## config.mk

```make
export PLATFORM = sky130hd
export DESIGN_NAME = port_input_conditioner_flat
export DESIGN_NICKNAME = d
export VERILOG_FILES = /design/src/rtl/JZJCoreFTypes.sv /design/src/rtl/port_input_conditioner_if.sv /design/src/rtl/port_input_bit.sv /design/src/rtl/port_input_conditioner.sv /design/src/flat_wrapper.sv
export SDC_FILE = /design/constraint.sdc
export NUM_CORES = 1
export LEC_CHECK = 0
export BUFFER_PORTS_ARGS = -buffer_cell sky130_fd_sc_hd__buf_2
export CAP_MARGIN = 5
export CORE_ASPECT_RATIO = 1.75
export CORE_MARGIN = 3
export CORE_UTILIZATION = 56
export CTS_BUF_LIST = sky130_fd_sc_hd__clkbuf_8 sky130_fd_sc_hd__clkbuf_16
export DETAILED_ROUTE_END_ITERATION = 10
export PLACE_DENSITY = 0.95
export SYNTH_ARGS = -nofsm -noshare
export SYNTH_HDL_FRONTEND = slang
export SYNTH_HIERARCHICAL = 1
export SYNTH_SLANG_ARGS = --single-unit
```

## constraint.sdc

```tcl
create_clock -name clock -period 3.02 [get_ports clock]
set_input_delay 0.302 -clock clock [delete_from_list [all_inputs] [get_ports clock]]
set_output_delay 0.302 -clock clock [all_outputs]
set_load 0.02 [all_outputs]
```

## src/rtl/JZJCoreFTypes.sv

```systemverilog
// Shared JZJCoreF type/constant package.
// Holds the default debounce depth used by the port input conditioner.
package JZJCoreFTypes;

    // Default number of consecutive differing samples needed to accept a new pin level.
    localparam int PORT_INPUT_DEFAULT_DEBOUNCE = 16;

endpackage : JZJCoreFTypes

```

## src/rtl/port_input_conditioner_if.sv

```systemverilog
// Signal bundle between external pins / port registers and the input conditioner.
// master: the side that drives the pins and the edge-clear port register.
// slave:  the conditioner itself.
interface port_input_conditioner_if #(
    parameter int WIDTH = 32
);
    logic [WIDTH-1:0] rawInput;
    logic [WIDTH-1:0] edgeClear;
    logic [WIDTH-1:0] levelOut;
    logic [WIDTH-1:0] risingOut;
    logic [WIDTH-1:0] fallingOut;
    logic             anyChange;

    modport master (
        output rawInput,
        output edgeClear,
        input  levelOut,
        input  risingOut,
        input  fallingOut,
        input  anyChange
    );

    modport slave (
        input  rawInput,
        input  edgeClear,
        output levelOut,
        output risingOut,
        output fallingOut,
        output anyChange
    );

endinterface : port_input_conditioner_if

```

## src/rtl/port_input_bit.sv

```systemverilog
// Single-bit input conditioner: synchroniser chain, optional debounce counter,
// sticky rising/falling flags with a level-sensitive clear, and a change strobe.
// Build option: PORT_INPUT_DEBOUNCE_EN enables the debounce counter; without it the
// synchronised level is accepted every cycle.
module port_input_bit
    import JZJCoreFTypes::*;
#(
    parameter int SYNC_STAGES     = 2,
    parameter int DEBOUNCE_CYCLES = PORT_INPUT_DEFAULT_DEBOUNCE
) (
    input  logic clock,
    input  logic reset,
    input  logic raw_i,
    input  logic edge_clear_i,
    output logic level_o,
    output logic rise_o,
    output logic fall_o,
    output logic change_o
);

    if (SYNC_STAGES < 2 || DEBOUNCE_CYCLES < 1) begin : g_bad_params
        $error("port_input_bit: SYNC_STAGES must be >= 2 and DEBOUNCE_CYCLES >= 1");
    end

    logic [SYNC_STAGES-1:0] sync_q;
    logic                   sync;
    logic                   stable_q, stable_d;
    logic                   rise_q, rise_d;
    logic                   fall_q, fall_d;

    assign sync = sync_q[SYNC_STAGES-1];

    // Shift the asynchronous pin through the synchroniser chain.
    always_ff @(posedge clock or posedge reset) begin
        // NOTE: sequential state uses <= so every flop samples pre-edge values; = here would collapse the chain.
        if (reset) sync_q <= '0;
        else       sync_q <= {sync_q[SYNC_STAGES-2:0], raw_i};
    end

    // Sticky edge flags: clear wins over a simultaneous set.
    always_comb begin
        // NOTE: every output gets a default first so no path leaves it unassigned (no inferred latch).
        rise_d = rise_q;
        fall_d = fall_q;
        if (edge_clear_i) begin
            rise_d = 1'b0;
            fall_d = 1'b0;
        end else begin
            if (stable_d && !stable_q) rise_d = 1'b1;
            if (!stable_d && stable_q) fall_d = 1'b1;
        end
    end

`ifdef PORT_INPUT_DEBOUNCE_EN
    localparam int               CNT_W    = $clog2(DEBOUNCE_CYCLES + 1);
    localparam logic [CNT_W-1:0] CNT_LAST = CNT_W'(DEBOUNCE_CYCLES - 1);

    logic [CNT_W-1:0] cnt_q, cnt_d;

    // Accept a new level only after DEBOUNCE_CYCLES consecutive differing samples.
    always_comb begin
        stable_d = stable_q;
        cnt_d    = '0;
        if (sync != stable_q) begin
            if (cnt_q == CNT_LAST) stable_d = sync;
            else                   cnt_d    = cnt_q + 1'b1;
        end
    end

    // Debounce counter register.
    always_ff @(posedge clock or posedge reset) begin
        if (reset) cnt_q <= '0;
        else       cnt_q <= cnt_d;
    end
`else
    // Without debounce the synchronised level is taken directly every cycle.
    assign stable_d = sync;
`endif

    // Debounced level and sticky flag registers.
    always_ff @(posedge clock or posedge reset) begin
        if (reset) begin
            stable_q <= 1'b0;
            rise_q   <= 1'b0;
            fall_q   <= 1'b0;
        end else begin
            stable_q <= stable_d;
            rise_q   <= rise_d;
            fall_q   <= fall_d;
        end
    end

    assign level_o  = stable_q;
    assign rise_o   = rise_q;
    assign fall_o   = fall_q;
    assign change_o = stable_d ^ stable_q;

endmodule : port_input_bit

```

## src/rtl/port_input_conditioner.sv

```systemverilog
// Conditions WIDTH asynchronous pins for the memory-mapped input ports:
// per-bit synchronise + debounce, sticky edge capture, and a one-cycle anyChange pulse.
// Build option: PORT_INPUT_DEBOUNCE_EN (see port_input_bit) enables debouncing.
module port_input_conditioner
    import JZJCoreFTypes::*;
#(
    parameter int WIDTH           = 32,
    parameter int SYNC_STAGES     = 2,
    parameter int DEBOUNCE_CYCLES = PORT_INPUT_DEFAULT_DEBOUNCE
) (
    input  logic                    clock,
    input  logic                    reset,
    port_input_conditioner_if.slave bus
);

    logic [WIDTH-1:0] level;
    logic [WIDTH-1:0] rise;
    logic [WIDTH-1:0] fall;
    logic [WIDTH-1:0] change;
    logic             any_change_q;

    for (genvar i = 0; i < WIDTH; i++) begin : g_bit
        port_input_bit #(
            .SYNC_STAGES     (SYNC_STAGES),
            .DEBOUNCE_CYCLES (DEBOUNCE_CYCLES)
        ) u_bit (
            .clock        (clock),
            .reset        (reset),
            .raw_i        (bus.rawInput[i]),
            .edge_clear_i (bus.edgeClear[i]),
            .level_o      (level[i]),
            .rise_o       (rise[i]),
            .fall_o       (fall[i]),
            .change_o     (change[i])
        );
    end

    // Register the OR of per-bit updates so the pulse aligns with the new levelOut.
    always_ff @(posedge clock or posedge reset) begin
        if (reset) any_change_q <= 1'b0;
        else       any_change_q <= |change;
    end

    assign bus.levelOut   = level;
    assign bus.risingOut  = rise;
    assign bus.fallingOut = fall;
    assign bus.anyChange  = any_change_q;

endmodule : port_input_conditioner

```

## src/flat_wrapper.sv

```systemverilog
// flat-port wrapper written by rule: the top's interface ports become plain ports
module port_input_conditioner_flat import JZJCoreFTypes::*;
#(
    parameter int WIDTH           = 32,
    parameter int SYNC_STAGES     = 2,
    parameter int DEBOUNCE_CYCLES = PORT_INPUT_DEFAULT_DEBOUNCE
)
  (clock, reset, bus_rawInput, bus_edgeClear, bus_levelOut, bus_risingOut, bus_fallingOut, bus_anyChange);
  port_input_conditioner_if #(.WIDTH(WIDTH)) bus_i ();
  input  logic clock;
  input  logic reset;
  input wire logic [$bits(bus_i.rawInput)-1:0] bus_rawInput;
  input wire logic [$bits(bus_i.edgeClear)-1:0] bus_edgeClear;
  output wire logic [$bits(bus_i.levelOut)-1:0] bus_levelOut;
  output wire logic [$bits(bus_i.risingOut)-1:0] bus_risingOut;
  output wire logic [$bits(bus_i.fallingOut)-1:0] bus_fallingOut;
  output wire logic [$bits(bus_i.anyChange)-1:0] bus_anyChange;
  assign bus_i.rawInput = bus_rawInput;
  assign bus_i.edgeClear = bus_edgeClear;
  assign bus_levelOut = bus_i.levelOut;
  assign bus_risingOut = bus_i.risingOut;
  assign bus_fallingOut = bus_i.fallingOut;
  assign bus_anyChange = bus_i.anyChange;
  port_input_conditioner #(.WIDTH(WIDTH), .SYNC_STAGES(SYNC_STAGES), .DEBOUNCE_CYCLES(DEBOUNCE_CYCLES)) u_core (.clock(clock), .reset(reset), .bus(bus_i));
endmodule
```

==> out/metrics.csv <==
stage,metric,value,unit
sta,fin_setup_tns,0,ps
sta,fin_crit,1741,ps
drt,wl_met2,7.599,mm
floorplan,die_y,143.3,um
grt,grt_use_total,0.2228,
drt,highest_layer,met4,
drt,postRouteAntennaNets,0,
cts,clkLatencyLatePin,400,ps
drt,wl_per_cell,16.59,um
drt,drc,0,
cts,ctsResizeCount,0,
floorplan,core_area,0.01042,sq mm
sta,slew_headroom,0.5071,
yosys,synth_top_family_by_area,adder cells,
yosys,synth_top_area_share,0.6682,
yosys,ys_ff_latch,161,
grt,grt_pass1_wl,20.43,mm
cts,cts.path.max_buffers,2,
layout,syn2layout_area_growth,30.34,%
worst_setup_path,crit_fanout,3,
sta,setup_viol,0,
cts,tritoncts,built,
yosys,netlist_top_cells_count,"161 x dfrtp_1, 129 x inv_1, 64 x ha_1, 64 x o21ba_1, 7 x nor4_1",
yosys,synth_fa_ha_area_frac,0.1328,
place,dpl_cell_area,0.006999,sq mm
yosys,syn-cell-area,0.006030,sq mm
grt,antenna_found_initial,0,
yosys,seq_area_frac_synth,0.6682,
yosys,ys.warnings.count,6,
layout,fin_nets,769,
cts,h-tree-depth,4,
yosys,synth.distinct_cells,8,
yosys,ys.flop_type,dfrtp_1,
drt,drtIter0Drc,130,
yosys,synth_area_per_cell,14.05,sq um
cts,clkTransAtPathRegs,60,ps
drt,m1WireLength,4.166,mm
cts,cts_setup_buffers,0,
drt,dr.pass1.iters,4,
worst_setup_path,critPathTopFamily,simple AND/OR/NAND/NOR gates,
cts,cts_buffers,17,
grt,grt_pass1_vias,4353,
job,max-cap-violations,0,
place,gp_congestion,0.7827,
yosys,synth-simple-area-share,0.01245,
worst_setup_path,slowest_stage,nor4_1,
yosys,synthArstFlopShare,1.000,
worst_setup_path,critical_path_required,3310,ps
place,portBuffers,162,
floorplan,die_w,84.44,um
cts,cts-root-buf,clkbuf_16,
drt,vias,3743,
sta,fin_skew,5.745,ps
layout,final_util,0.7540,
grt,overflow,0,
place,dp.final_hpwl,9.568,mm
layout,drive_gt1_frac,0.2991,
floorplan,initial_utilization,0.5785,
worst_setup_path,cp_cell_sequence,inv_1 -> ha_1 -> inv_1 -> nor4_1 -> nand4_1 -> or2_1,
power_and_ir_drop,p_total,4.866,mW
cts,cts_hold_buf,28,
floorplan,row_count,49,
yosys,synth_compound_area_frac,0.1062,
status,outcome,finished clean,
power_and_ir_drop,vdd_drop_max,0.5536,mV
worst_setup_path,critPathMostFrequentCell,inv_1,
yosys,syn_nets,559,
yosys,synth_area_leader_cell,dfrtp_1,
floorplan,dieArea,0.01210,sq mm
cts,cts.sinks,161,
sta,worst_pin_slew,739.3,ps
floorplan,ios,163,
place,dp_cells,718,
worst_setup_path,slowest_delay,430,ps
power_and_ir_drop,powerDensity,619.1,mW/mm^2
worst_setup_path,crit_type,reg -> reg,
sta,finalCritPeriodShare,0.5766,
yosys,synth_xor_area_frac,0,
sta,final_hold_viol_count,0,
drt,routed-wl-met3,715,um
yosys,synthMostInstantiatedCell,dfrtp_1,
layout,fin_cells,779,
layout,final_area,0.007859,sq mm
layout,antenna_cells,0,
drt,viasPerCell,4.805,
power_and_ir_drop,p_leak,4.881,nW
grt,grt_max_degree,34,
yosys,syn_inst,429,
worst_setup_path,path_buf_inv,2,
sta,rsz0062_at_grt,no,
worst_setup_path,start_kind,register,
worst_setup_path,arrival,2030,ps
yosys,synth.area.mux_share,0,
worst_setup_path,endpoint_kind,register,
drt,routed_wl,12.92,mm
yosys,yosys-top-cells-area,"dfrtp_1 67%, ha_1 13%, o21ba_1 11%, inv_1 8.0%, nor4_1 0.73%",
yosys,synth_edf_count,0,
sta,slew_violations,0,
worst_hold_path,hp-class,in -> reg,
sta,max_freq,574.2,MHz
stage by stage:
stage	hold WS [ps]	setup WS [ps]
2_1_floorplan	30.71	1518
3_3_place_gp	331.6	1289
3_5_place_dp	335.6	1242
4_1_cts	1.296	1194
5_1_grt	1.540	1069
6_report	21.53	1279
layout by cell type (no fill, tap or decap):
cell / n
o21ba_1: 64
clkinv_2: 2
clkinvlp_4: 5
nand4_1: 2
nor4_1: 7
nor4_2: 1
clkbuf_8: 1
ha_1: 64
inv_1: 129
or2_1: 1
buf_2: 162
bufinv_16: 1
inv_6: 4
dlygate4sd3_1: 29
clkbuf_16: 17
dfrtp_1: 161
clkinv_4: 2
path summary, 6_finish.rpt:
| check | from | depth (start not counted) | slack [ps] | to |
|---|---|---|---|---|
| setup / recovery | u_core/g_bit[29].u_bit/level_o | 6 | 1280 | u_core/bus.anyChange |
| hold / removal | bus_rawInput[11] | 1 | 20 | u_core/g_bit[11].u_bit/sync_q[0] |
| setup reg to reg | u_core/g_bit[29].u_bit/level_o | 6 | 1280 | u_core/bus.anyChange |
| hold reg to reg | u_core/g_bit[23].u_bit/sync_q[0] | 0 | 340 | u_core/g_bit[23].u_bit/sync_q[1] |
| max in group asynchronous | reset | 2 | 2630 | u_core/g_bit[1].u_bit/sync_q[1] |
| min in group asynchronous | reset | 2 | 60 | u_core/bus.anyChange |
cells by family after synthesis:
kind of cell	after synthesis
DFF	161
buffers and inverters	129
and+or+nand+nor	11
AOI/OAI and AO/OA	64
adders and majority gates	64
registers in the layout (all words and copies together), names as in the netlist:
name,flops
u_core/g_bit.u_bit/sync_q,64
u_core/g_bit.u_bit/fall_o,32
u_core/g_bit.u_bit/level_o,32
u_core/bus.anyChange,1
u_core/g_bit.u_bit/rise_o,32
layer usage:
layer / track usage / vias to the layer above
li1: - / 1717
met1: 0.2035 / 1872
met2: 0.4380 / 124
met3: 0.06236 / 30
met4: 0.1093 / 0
met5: 0 / -
layout make-up:
type	count	area (sq um)
fillers	649	2564
repair buffers	191	1101
flip-flops and latches	161	4029
multi-input cells	139	1516
clock inverters	14	130.1
well taps	127	158.9
inverters	129	484.2
clock buffers	18	439.2
report_power, final:
part	leakage [nW]	internal, mW	total, mW	switching, mW
Clock	0.266	1.17	2.03	0.863
Combinational	2.65	0.200	0.484	0.284
Sequential	1.97	2.28	2.35	0.0750
Note: power is estimated with default switching activity, not from simulation.
